$ cat src/rtl/rom_load_sequencer.sv
// Multi-region boot loader sequencer: runs up to NUM_REGIONS flash loads per slot-valid edge and
// turns the loader toggle handshake into BRAM write strobes. Watchdog: ROM_LOAD_WATCHDOG_EN.
`timescale 1ns/1ps
module rom_load_sequencer #(
  parameter int unsigned NUM_REGIONS = 2,
  parameter int unsigned A_BITS      = 14,
  parameter int unsigned OFS_BITS    = 24
) (
  input  logic                            clk,
  input  logic                            reset,
  input  logic                            ena_1khz,
  input  logic                            slot_valid,
  input  logic [NUM_REGIONS*16-1:0]       reg_start_addr,
  input  logic [NUM_REGIONS*OFS_BITS-1:0] reg_flash_ofs,
  input  logic [NUM_REGIONS*16-1:0]       reg_amount,
  output logic                            ld_start,
  output logic [15:0]                     ld_start_addr,
  output logic [OFS_BITS-1:0]             ld_flash_ofs,
  output logic [15:0]                     ld_amount,
  input  logic                            ld_busy,
  input  logic                            ld_req,
  output logic                            ld_ack,
  input  logic [A_BITS-1:0]               ld_a,
  input  logic [7:0]                      ld_q,
  output logic                            wr_strobe,
  output logic [A_BITS-1:0]               wr_addr,
  output logic [7:0]                      wr_data,
  output logic [2:0]                      wr_region,
  output logic                            busy,
  output logic                            done,
  output logic                            error,
  output logic                            c64_reset_hold
);

  typedef enum logic [2:0] {
    StIdle,
    StSelect,
    StStart,
    StWaitBusy,
    StWaitDone,
    StNext,
    StFinish
  } state_e;

  localparam logic [2:0] LastIdx = 3'(NUM_REGIONS - 1);

  state_e      state;
  logic [2:0]  idx;
  logic        sv_old;
  logic        sv_armed;
  logic        req_old;
  logic        trigger;
  logic        toggle;
  logic        wd_fire;

  logic [15:0]         cur_addr;
  logic [15:0]         cur_amount;
  logic [OFS_BITS-1:0] cur_ofs;

  // sv_armed blocks a trigger after reset until slot_valid has been seen low once.
  assign trigger = slot_valid & ~sv_old & sv_armed;
  assign toggle  = ld_req ^ req_old;

  assign cur_addr   = reg_start_addr[16*idx +: 16];
  assign cur_amount = reg_amount[16*idx +: 16];
  assign cur_ofs    = reg_flash_ofs[OFS_BITS*idx +: OFS_BITS];

`ifdef ROM_LOAD_WATCHDOG_EN
  localparam logic [11:0] WdLimit = 12'd2000;

  logic [11:0] wd_cnt;
  logic        error_q;

  assign wd_fire = ((state == StWaitBusy) || (state == StWaitDone)) && (wd_cnt == WdLimit);
  assign error   = error_q;
`else
  logic unused_ena_1khz;

  assign unused_ena_1khz = ena_1khz;
  assign wd_fire         = 1'b0;
  assign error           = 1'b0;
`endif

  always_ff @(posedge clk or posedge reset) begin
    if (reset) begin
      state         <= StIdle;
      idx           <= '0;
      sv_old        <= 1'b0;
      sv_armed      <= 1'b0;
      ld_start      <= 1'b0;
      ld_start_addr <= '0;
      ld_flash_ofs  <= '0;
      ld_amount     <= '0;
      busy          <= 1'b0;
      done          <= 1'b0;
`ifdef ROM_LOAD_WATCHDOG_EN
      wd_cnt        <= '0;
      error_q       <= 1'b0;
`endif
    end else begin
      sv_old   <= slot_valid;
      ld_start <= 1'b0;
      if (!slot_valid) begin
        sv_armed <= 1'b1;
      end

      unique case (state)
        StIdle: begin
          if (trigger) begin
            idx   <= '0;
            done  <= 1'b0;
            busy  <= 1'b1;
            state <= StSelect;
          end
        end
        StSelect: begin
          if (cur_amount == 16'd0) begin
            state <= StNext;
          end else begin
            ld_start_addr <= cur_addr;
            ld_flash_ofs  <= cur_ofs;
            ld_amount     <= cur_amount;
            ld_start      <= 1'b1;
            state         <= StStart;
          end
        end
        StStart: begin
          state <= StWaitBusy;
        end
        StWaitBusy: begin
          if (wd_fire) begin
            state <= StNext;
          end else if (ld_busy) begin
            state <= StWaitDone;
          end
        end
        StWaitDone: begin
          if (wd_fire || !ld_busy) begin
            state <= StNext;
          end
        end
        StNext: begin
          if (idx == LastIdx) begin
            state <= StFinish;
          end else begin
            idx   <= idx + 3'd1;
            state <= StSelect;
          end
        end
        StFinish: begin
          done  <= 1'b1;
          busy  <= 1'b0;
          state <= StIdle;
        end
        default: begin
          state <= StIdle;
        end
      endcase

`ifdef ROM_LOAD_WATCHDOG_EN
      // Counter restarts as each region enters its busy wait; error is sticky until a new trigger.
      if (state == StStart) begin
        wd_cnt <= '0;
      end else if ((state == StWaitBusy || state == StWaitDone) && ena_1khz && !wd_fire) begin
        wd_cnt <= wd_cnt + 12'd1;
      end
      if (state == StIdle && trigger) begin
        error_q <= 1'b0;
      end else if (wd_fire) begin
        error_q <= 1'b1;
      end
`endif
    end
  end

  // Write path runs independently of the sequencer state.
  always_ff @(posedge clk or posedge reset) begin
    if (reset) begin
      req_old   <= 1'b0;
      wr_strobe <= 1'b0;
      wr_addr   <= '0;
      wr_data   <= '0;
      wr_region <= '0;
    end else begin
      req_old   <= ld_req;
      wr_strobe <= toggle;
      if (toggle) begin
        wr_addr   <= ld_a;
        wr_data   <= ld_q;
        wr_region <= idx;
      end
    end
  end

  assign ld_ack         = req_old;
  assign c64_reset_hold = ~done;

endmodule

$ cat config.mk
export PLATFORM = sky130hd
export DESIGN_NAME = rom_load_sequencer
export DESIGN_NICKNAME = d
export VERILOG_FILES = /design/src/rtl/rom_load_sequencer.sv
export SDC_FILE = /design/constraint.sdc
export NUM_CORES = 1
export LEC_CHECK = 0
export ABC_AREA = 0
export CORE_MARGIN = 3
export CORE_UTILIZATION = 30
export DETAILED_ROUTE_END_ITERATION = 12
export SYNTH_ARGS = -nofsm -noshare
export SYNTH_HDL_FRONTEND = slang
export SYNTH_SLANG_ARGS = --single-unit
$ cat constraint.sdc
create_clock -name clk -period 3.2 [get_ports clk]
set_clock_uncertainty 0.1 [all_clocks]
set_input_delay 0.8 -clock clk [delete_from_list [all_inputs] [get_ports clk]]
set_output_delay 0.8 -clock clk [all_outputs]
set_load 0.05 [all_outputs]
==> out/metrics.yaml <==
cts_hold_buf: 0
cp_slowest_cell: "clkdlybuf4s50_1"
p_int_uw: 4200
cp_max_fo: 14
clockBufferDepth: 2
yosys_warnings: 0
tns_ps: 0
netlist-cell-type-count: 41
use_met1_pct: 17.5
slowest_delay_ps: 430
powerDensity_nw_per_um2: 1040
grt_first_pass_wirelength_mm: 20.2
grt_max_degree: 57
status: "finished clean"
vias: 3692
fill_cells: 1354
path_cells: "clkdlybuf4s50_1 -> nor4_1 -> nand4_1 -> a32oi_4 -> buf_4 -> mux2_2"
clk_pin_slew_ps: 70
synth_edf_count: 0
die_y_um: 130
nets: 740
globalRouteMet3Util_pct: 5.24
synthMuxAreaShare_pct: 32.6
totalWireLength_mm: 13.0
clkPwrFrac_pct: 14.1
post_cts_buffers: 0
drt-wirelength-per-cell_um: 16.6
hold_violations: 0
fp.dieW_um: 130
syn2layout_area_growth_pct: 59.6
cts_tree: "yes"
syn_avg_cell_area_um2: 12.3
cts-buffers-inserted: 9
synthAdderAreaFrac_pct: 0.542
cp-start-kind: "input port"
globalRouteOverflowTotal: 0
n_antenna_cell: 0
use_met2_pct: 26.4
max_freq_mhz: 369
seq_power_share_pct: 25.9
routabilityCongestion: 0.759
pwr-share-comb_pct: 60.0
grt_busiest_layer: "met2"
clock_latency_ps: 340
period_share_pct: 84.8
min_period_ps: 2710
synth_nets: 519
io_buffers: 225
p_sw_uw: 3440
finalSetupViolCount: 0
syn-instance-count: 377
cts-resized-gates: 0
vdd_drop_max_mv: 0.475
ant_nets: 0
slew_violations: 0
dieArea_um2: 16900
start_util_pct: 31.2
ys_seq_area_share_pct: 50.9
ys_async_sr_fraction_pct: 100
worstMarginPinSlew_ps: 650
antenna_found_initial: 0
cts.sink_count: 94
power_leakage_uw: 0.00316
syn_area_um2: 4620
crit_required_ps: 3320
grt_pass1_vias: 3933
synth_xor_area_share_pct: 0.379
synth-seq-cells: 94
cp_data_arrival_time_ps: 2840
ioPinCount: 228
synth_compound_area_share_pct: 2.76
path_delay_family: "buffers and inverters"
end_kind: "register"
worstSetupPathType: "input port to register"
switching_share_pct: 45.0
firstDrtPassIters: 4
rows: 44
drive_gt1_share_pct: 16.9
synth_top_family_by_area: "multiplexers"
synth-simple-area-share_pct: 9.07
drc: 0
multiInputGateArea_um2: 2120
cp_num_buf_inv: 2
htree_levels: 3
dr.first_iter.drc_count: 103
avgViaCountPerCell: 4.70
relSlewSlack_pct: 56.7
whs_ps: 371
maxCapViolCount: 0
dp_hpwl_mm: 10.0
rsz0062_at_grt: "false"
seqCellArea_um2: 2360
track_usage_pct: 15.4
cts-root-buf: "clkbuf_16"
core_um2: 14800
ys_dominant_reg_cell: "dfrtp_1"
hold_class: "register to register"
-- metal layers --
| metal | part of all wire (%) | up-vias |
|---|---|---|
| li1 | - | 1755 |
| met1 | 39 | 1759 |
| met2 | 49 | 155 |
| met3 | 9.4 | 23 |
| met4 | 2.8 | 0 |
| met5 | 0 | - |
-- cells in the final DEF (no fill, tap or decap), types with 7 or more instances in the layout --
| cell type | instances |
|---|---|
| clkdlybuf4s50_1 | 225 |
| dfrtp_1 | 93 |
| nor2_1 | 63 |
| mux2_2 | 63 |
| mux2i_1 | 56 |
| mux2_1 | 9 |
| mux2_4 | 9 |
| clkbuf_16 | 9 |
| nor4_1 | 8 |
| buf_4 | 7 |
-- flip-flops by register name, indices dropped and copies added (netlist names) --
name and count:
wr_data 8, ld_amount 16, done 1, idx 3, wr_region 3, busy 1, ld_flash_ofs 24, ld_ack 1
sv_armed 1, wr_addr 14, ld_start_addr 16, state 3, ld_start 1, wr_strobe 1, sv_old 1
-- cells by family (layout without fill, tap and decap cells) --
family | Yosys count | in the layout
flip-flops | 94 | 94
AO/OA/AOI/OAI | 17 | 17
other | 1 | 1
adder cells (fa/ha/maj) | 2 | 2
XOR/XNOR | 2 | 2
buffers and inverters | 31 | 256
multiplexers | 137 | 137
AND/OR/NAND/NOR | 93 | 93
-- layout make-up --
type	instances	share of cell area [%]
multi-input cells	252	28.7
well taps	184	3.12
flip-flops and latches	94	31.9
clock buffers	10	3.24
inverters	7	0.407
repair buffers	234	31.8
clock inverters	5	0.780
-- cells in the mapped netlist (all sizes together), types with 2 or more instances --
| library cell | instances | area share (%) |
|---|---|---|
| nand4 | 2 | 0.27 |
| buf | 16 | 2.4 |
| clkbuf | 8 | 0.65 |
| nand2b | 4 | 0.54 |
| nor3 | 2 | 0.22 |
| ha | 2 | 0.54 |
| o21ai | 3 | 0.32 |
| inv | 7 | 0.57 |
| nand2 | 4 | 0.32 |
| mux2i | 56 | 12 |
| nor3b | 2 | 0.43 |
| nand3 | 3 | 0.32 |
| mux2 | 81 | 20 |
| dfrtp | 94 | 51 |
| a21oi | 3 | 0.32 |
| xor2 | 2 | 0.38 |
| nor2 | 63 | 5.1 |
| nor4 | 8 | 1.1 |
-- final timing paths --
path	startpoint	endpoint	slack (ps)	cells past startpoint
min in group asynchronous	reset	ld_flash_ofs[14]$_DFFE_PP0P_	720	2
worst max register to register	idx[0]$_DFFE_PP0P_	ld_start_addr[3]$_DFFE_PP0P_	1010	4
worst min register to register	sv_armed$_DFFE_PP0N_	sv_armed$_DFFE_PP0N_	370	1
worst min-delay path	sv_armed$_DFFE_PP0N_	sv_armed$_DFFE_PP0N_	370	1
max in group asynchronous	reset	ld_start_addr[10]$_DFFE_PP0P_	1570	3
worst max-delay path	reg_amount[7]	ld_amount[10]$_DFFE_PP0P_	490	6
-- power by group through the flow --
stage	clock network [µW]	registers, µW	logic (µW)
after floorplan	0	3320	1910
after global placement	0	1980	4600
after detailed placement	0	2000	4650
after CTS	1120	1990	4660
after global routing	1170	2060	4870
final	1080	1980	4590
-- per-stage QoR --
stage	std cells	utilization, %	area (µm²)	setup slack, ps	power, µW
floorplan	377	-	4620	839	5230
global placement	771	47.8	7080	54.7	6590
detailed placement	771	47.8	7080	16.3	6660
CTS	786	49.8	7380	401	7780
global route	786	49.8	7380	329	8100
finish	786	49.8	7380	486	7640
No activity file was read; power rests on OpenSTA's default activity.
==> variant 1: new RTL, same settings <==
`NUM_REGIONS`: 2 -> 4.
--- a/src/rtl/rom_load_sequencer.sv
+++ b/src/rtl/rom_load_sequencer.sv
@@ -3,5 +3,5 @@
 `timescale 1ns/1ps
 module rom_load_sequencer #(
-  parameter int unsigned NUM_REGIONS = 2,
+  parameter int unsigned NUM_REGIONS = 4,
   parameter int unsigned A_BITS      = 14,
   parameter int unsigned OFS_BITS    = 24
Interface: changed (resized reg_amount, reg_flash_ofs and reg_start_addr); port bits go from 228 to 340. The function was not compared with the original's and may differ.
==> variant 1 against the original RTL <==
Synthesized area up 14%; first-iteration DRC count up 40%; wire length up 51%; worst setup slack worse by 350 ps; design area up 26%; largest cell class is now non-clock buffers; largest power group unchanged; sequential cell count unchanged; maximum frequency down 11%; worst hold slack about the same; power up 9.6%.
==> variant 1: results (changes against the original RTL) <==
** Run status
- Outcome :: finished clean

** Synth
- The total number of yosys warnings is 0 (unchanged).
- The number of different library cells in the post-synthesis netlist was 36 (-12%).
- The sequential cell area fraction in the yosys report was 44.6% (-6.3 points).
- Commonest cells in the synthesized netlist :: sky130_fd_sc_hd__dfrtp_1 (94), sky130_fd_sc_hd__mux4_2 (56), sky130_fd_sc_hd__a21boi_0 (38), sky130_fd_sc_hd__a31o_1 (38), sky130_fd_sc_hd__clkbuf_1 (27)
- The number of standard cells after synthesis is 380 (+0.80%).
- Synthesized Nets :: 634 (+22%)
- Ranking of synthesized cells by area :: sky130_fd_sc_hd__dfrtp_1 (45%), sky130_fd_sc_hd__mux4_2 (24%), sky130_fd_sc_hd__a31o_1 (6.3%), sky130_fd_sc_hd__a21boi_0 (5.4%), sky130_fd_sc_hd__mux2_2 (5.3%)

** Place
- Placed Cells :: 912 (+18%)
- The number of input and output port buffers inserted is 337 (+50%).
- Placement Setup Slack :: -200 ps (-217 ps)
- Final GP Congestion :: 0.886 (+17%)
- The cell area reported after detailed placement was 8960 um^2 (+27%).
- The detailed placement HPWL came to 15500 um (+54%).

** Critical path
- Largest delay share family, worst path :: buffers and inverters
- Slowest-stage cell, CP :: sky130_fd_sc_hd__mux4_2
- Worst r2r path cells :: 7 (+3)
- The minimum setup slack among reg-to-reg paths was 230 ps (-780 ps).
- The largest driver fanout on the critical path was 52 (+38).
- Launching instance or port of the critical path :: reg_amount[42]
- The arrival time of data at the critical path endpoint came to 3230 ps (+390 ps).
- The critical path's largest stage delay was 490 ps (+60 ps).
- End of the critical path :: ld_start_addr[4]

** Cells and area
- The post-route cell area came to 9260 um^2 (+26%).
- Net count, final :: 957 (+29%)
- The number of cells in the finished layout apart from fillers came to 927 (+18%).
- Filler Cell Count :: 1378 (+1.8%)
- Largest registers in the final layout :: ld_flash_ofs: 24 flops, ld_amount: 16 flops, ld_start_addr: 16 flops
- The fraction of layout instances using a drive strength above 1 came to 19.5% (+2.6 points).

** STA
- The headroom to the max-slew limit was 56.7% (about the same).
- Worst hold-check slack :: 371 ps (+0.0480 ps)
- The part of the cycle the worst path needs is 95.7% (+11 points).

** Pwr
- Max IR drop VDD :: 0.422 mV (-11%)
- Static leakage :: 3.51 nW (+11%)

** Worst hold path
- Worst hold path cell count :: 1 (unchanged)

** Global route
- Largest net degree at the start of global routing :: 58 (+1.8%)
- Antenna violations before repair :: 2 (+2)
- The total global-route track usage came to 20.3% (+4.9 points).
- The first-pass GRT wire length came to 30800 um (+52%).
- Vias in the first global route :: 5267 (+34%)

** Detailed routing
- Average vias per placed instance :: 5.13 (+9.3%)
- The DRC marker count from the first detailed-route iteration is 144 (+40%).
- The total wirelength of the detailed-routed design is 19700 um (+51%).

** Clock network
- The number of gates resized after CTS is 0 (unchanged).
- Number of levels in the clock H-tree :: 3 (unchanged)
## variant 1: cell types whose count changed in the layout (fill, tap and decap cells not counted), moves of 4 or more
cell	delta
sky130_fd_sc_hd__a21boi_0	+38
sky130_fd_sc_hd__a21boi_1	+18
sky130_fd_sc_hd__a31o_1	+38
sky130_fd_sc_hd__a31o_2	+18
sky130_fd_sc_hd__buf_4	+5
sky130_fd_sc_hd__clkdlybuf4s50_1	+112
sky130_fd_sc_hd__mux2_1	-9
sky130_fd_sc_hd__mux2_2	-38
sky130_fd_sc_hd__mux2_4	-9
sky130_fd_sc_hd__mux2i_1	-56
sky130_fd_sc_hd__mux4_2	+56
sky130_fd_sc_hd__nor2_1	-62
sky130_fd_sc_hd__nor4_1	-4
## variant 1: area by class of cell
type                            instances  area share [%]
Timing Repair Buffer                  354            38.5
Tap cell                              220            2.97
Multi-Input combinational cell        237            29.5
Clock buffer                           10            2.58
Clock inverter                          5           0.635
Sequential cell                        94            25.5
Inverter                                7           0.324
## variant 1: cells by family after synthesis
kind of cell | count (synthesis) | share of synthesized area, %
compound gates | 127 | 19.0
xor+xnor | 1 | 0.166
fa+ha+maj | 2 | 0.474
buf+inv | 49 | 3.91
flops | 94 | 44.6
mux | 81 | 29.2
other cells | 1 | 0.0710
simple gates | 25 | 2.58
## variant 1: power breakdown
part / leakage, nW / switching (mW) / internal, mW
logic: 2.22 / 2.92 / 2.38
registers: 1.15 / 0.350 / 1.65
clock network: 0.141 / 0.447 / 0.624
total: 3.51 / 3.72 / 4.66
## variant 1: layer usage
layer / vias up / track usage, % / share of wire, %
li1: 2157 / - / -
met1: 2347 / 23.6 / 38
met2: 225 / 36.2 / 52
met3: 26 / 6.79 / 8.1
met4: 4 / 5.15 / 1.6
met5: - / 0 / 0.17
==> variant 2: new RTL, config.mk and constraints unchanged <==
Without the edit above. Re-encode `state_e` (7 states) as one-hot, 7 bits wide.
--- a/src/rtl/rom_load_sequencer.sv
+++ b/src/rtl/rom_load_sequencer.sv
@@ -33,12 +33,12 @@
 );
 
-  typedef enum logic [2:0] {
-    StIdle,
-    StSelect,
-    StStart,
-    StWaitBusy,
-    StWaitDone,
-    StNext,
-    StFinish
+  typedef enum logic [6:0] {
+    StIdle     = 7'b0000001,
+    StSelect   = 7'b0000010,
+    StStart    = 7'b0000100,
+    StWaitBusy = 7'b0001000,
+    StWaitDone = 7'b0010000,
+    StNext     = 7'b0100000,
+    StFinish   = 7'b1000000
   } state_e;
 
Behaviour: no difference found for any inputs over 10 cycles, from zero or initial values and one cycle with reset high; not proved beyond that.
==> variant 2 against the original RTL <==
Design area shrank 0.20%; power fell by 18%; first-iteration DRC count is 15% lower; worst setup slack better by 64 ps; die area down 0.80%; synthesized area decreased by 0.84%; wire length fell by 4.0%; sequential cell count grew 4.
==> variant 2: results (changes against the original RTL) <==
** Synth
- Fraction of the mapped netlist area in adder cells :: 0.546% (+0.0046 points)
- The xor/xnor cell area share of the yosys netlist was 0.382% (+0.0032 points).
- The sequential cell area fraction in the yosys report was 53.5% (+2.6 points).
- Synthesized Nets :: 474 (-8.7%)
- Mean post-synth cell area :: 13.8 um^2 (+13%)
- The number of different library cells in the post-synthesis netlist is 35 (-15%).
- The mux cell area share after synthesis came to 34.2% (+1.6 points).
- Ranked by instance count, the synthesized netlist is headed by sky130_fd_sc_hd__mux2_2 (110), sky130_fd_sc_hd__dfrtp_1 (97), sky130_fd_sc_hd__mux2_1 (29).

** Critical path
- End of the worst register-to-register path :: ld_flash_ofs[23]
- The most critical setup path has its endpoint at ld_flash_ofs[23].
- Worst Path Arrival :: 2780 ps (-60 ps)
- Reg-to-reg critical path startpoint :: state[5]
- The largest driver fanout on the critical path was 43 (+29).
- The length in cells of the worst reg-to-reg path came to 5 (+1).

** Global route
- Total global-route track usage :: 14.8% (-0.65 points)
- Global-route wire length before repair :: 19000 um (-6.1%)
- The met1 layer usage reported by global route is 16.0% (-1.5 points).
- The met3 layer usage reported by global route came to 4.37% (-0.87 points).

** Cells and area
- Final Non-Filler Cells :: 747 (-5.0%)

** Place
- The detailed placement HPWL is 9750 um (-2.8%).
- The final estimated routing congestion in global placement was 0.798 (+5.1%).

** Detailed routing
- The total length of routed met2 wires came to 6680 um (+5.0%).
- Routed length on met3 :: 942 um (-24%)
- DR WL/cell :: 16.8 um (+1.0%)

** Pwr
- The power dissipated in the clock network is 1.16 mW (+7%).
- Max IR drop VDD :: 0.583 mV (+23%)
- Power drawn by the sequential cells :: 1.90 mW (-4%)

** Run status
- Outcome :: finished clean

** STA
- Worst max-slew margin expressed relative to the limit :: 53.1% (-3.6 points)
- Post-route setup slack :: 551 ps (+64.3 ps)
## variant 2: critical path, delay by kind of cell
kind | cells | cell delay [ps]
simple gates | 2 | 340
compound gates | 2 | 320
mux | 1 | 370
buf+inv | 3 | 940
## variant 2: area by class of cell
class                           count  area [um^2]
Clock inverter                      5         77.6
Sequential cell                    98         2450
Inverter                            9         37.5
Multi-Input combinational cell    207         1990
Tap cell                          184          230
Fill cell                        1312         7390
Timing Repair Buffer              233         2320
Clock buffer                       11          243
## variant 2: worst min path at each step
stage                            from                 to  slack (ps)  depth (start not counted)
finish                       sv_armed           sv_armed         370                          1
global route        ld_start_addr[11]  ld_start_addr[11]         390                          1
CTS                          sv_armed           sv_armed         380                          1
detailed placement           sv_armed           sv_armed         360                          1
global placement             sv_armed           sv_armed         350                          1
floorplan                    sv_armed           sv_armed         340                          1
## variant 2: logic make-up after synthesis
group,Yosys count
compound gates,17
mux,139
fa+ha+maj,2
simple gates,46
xor+xnor,2
buf+inv,27
other cells,1
flops,98
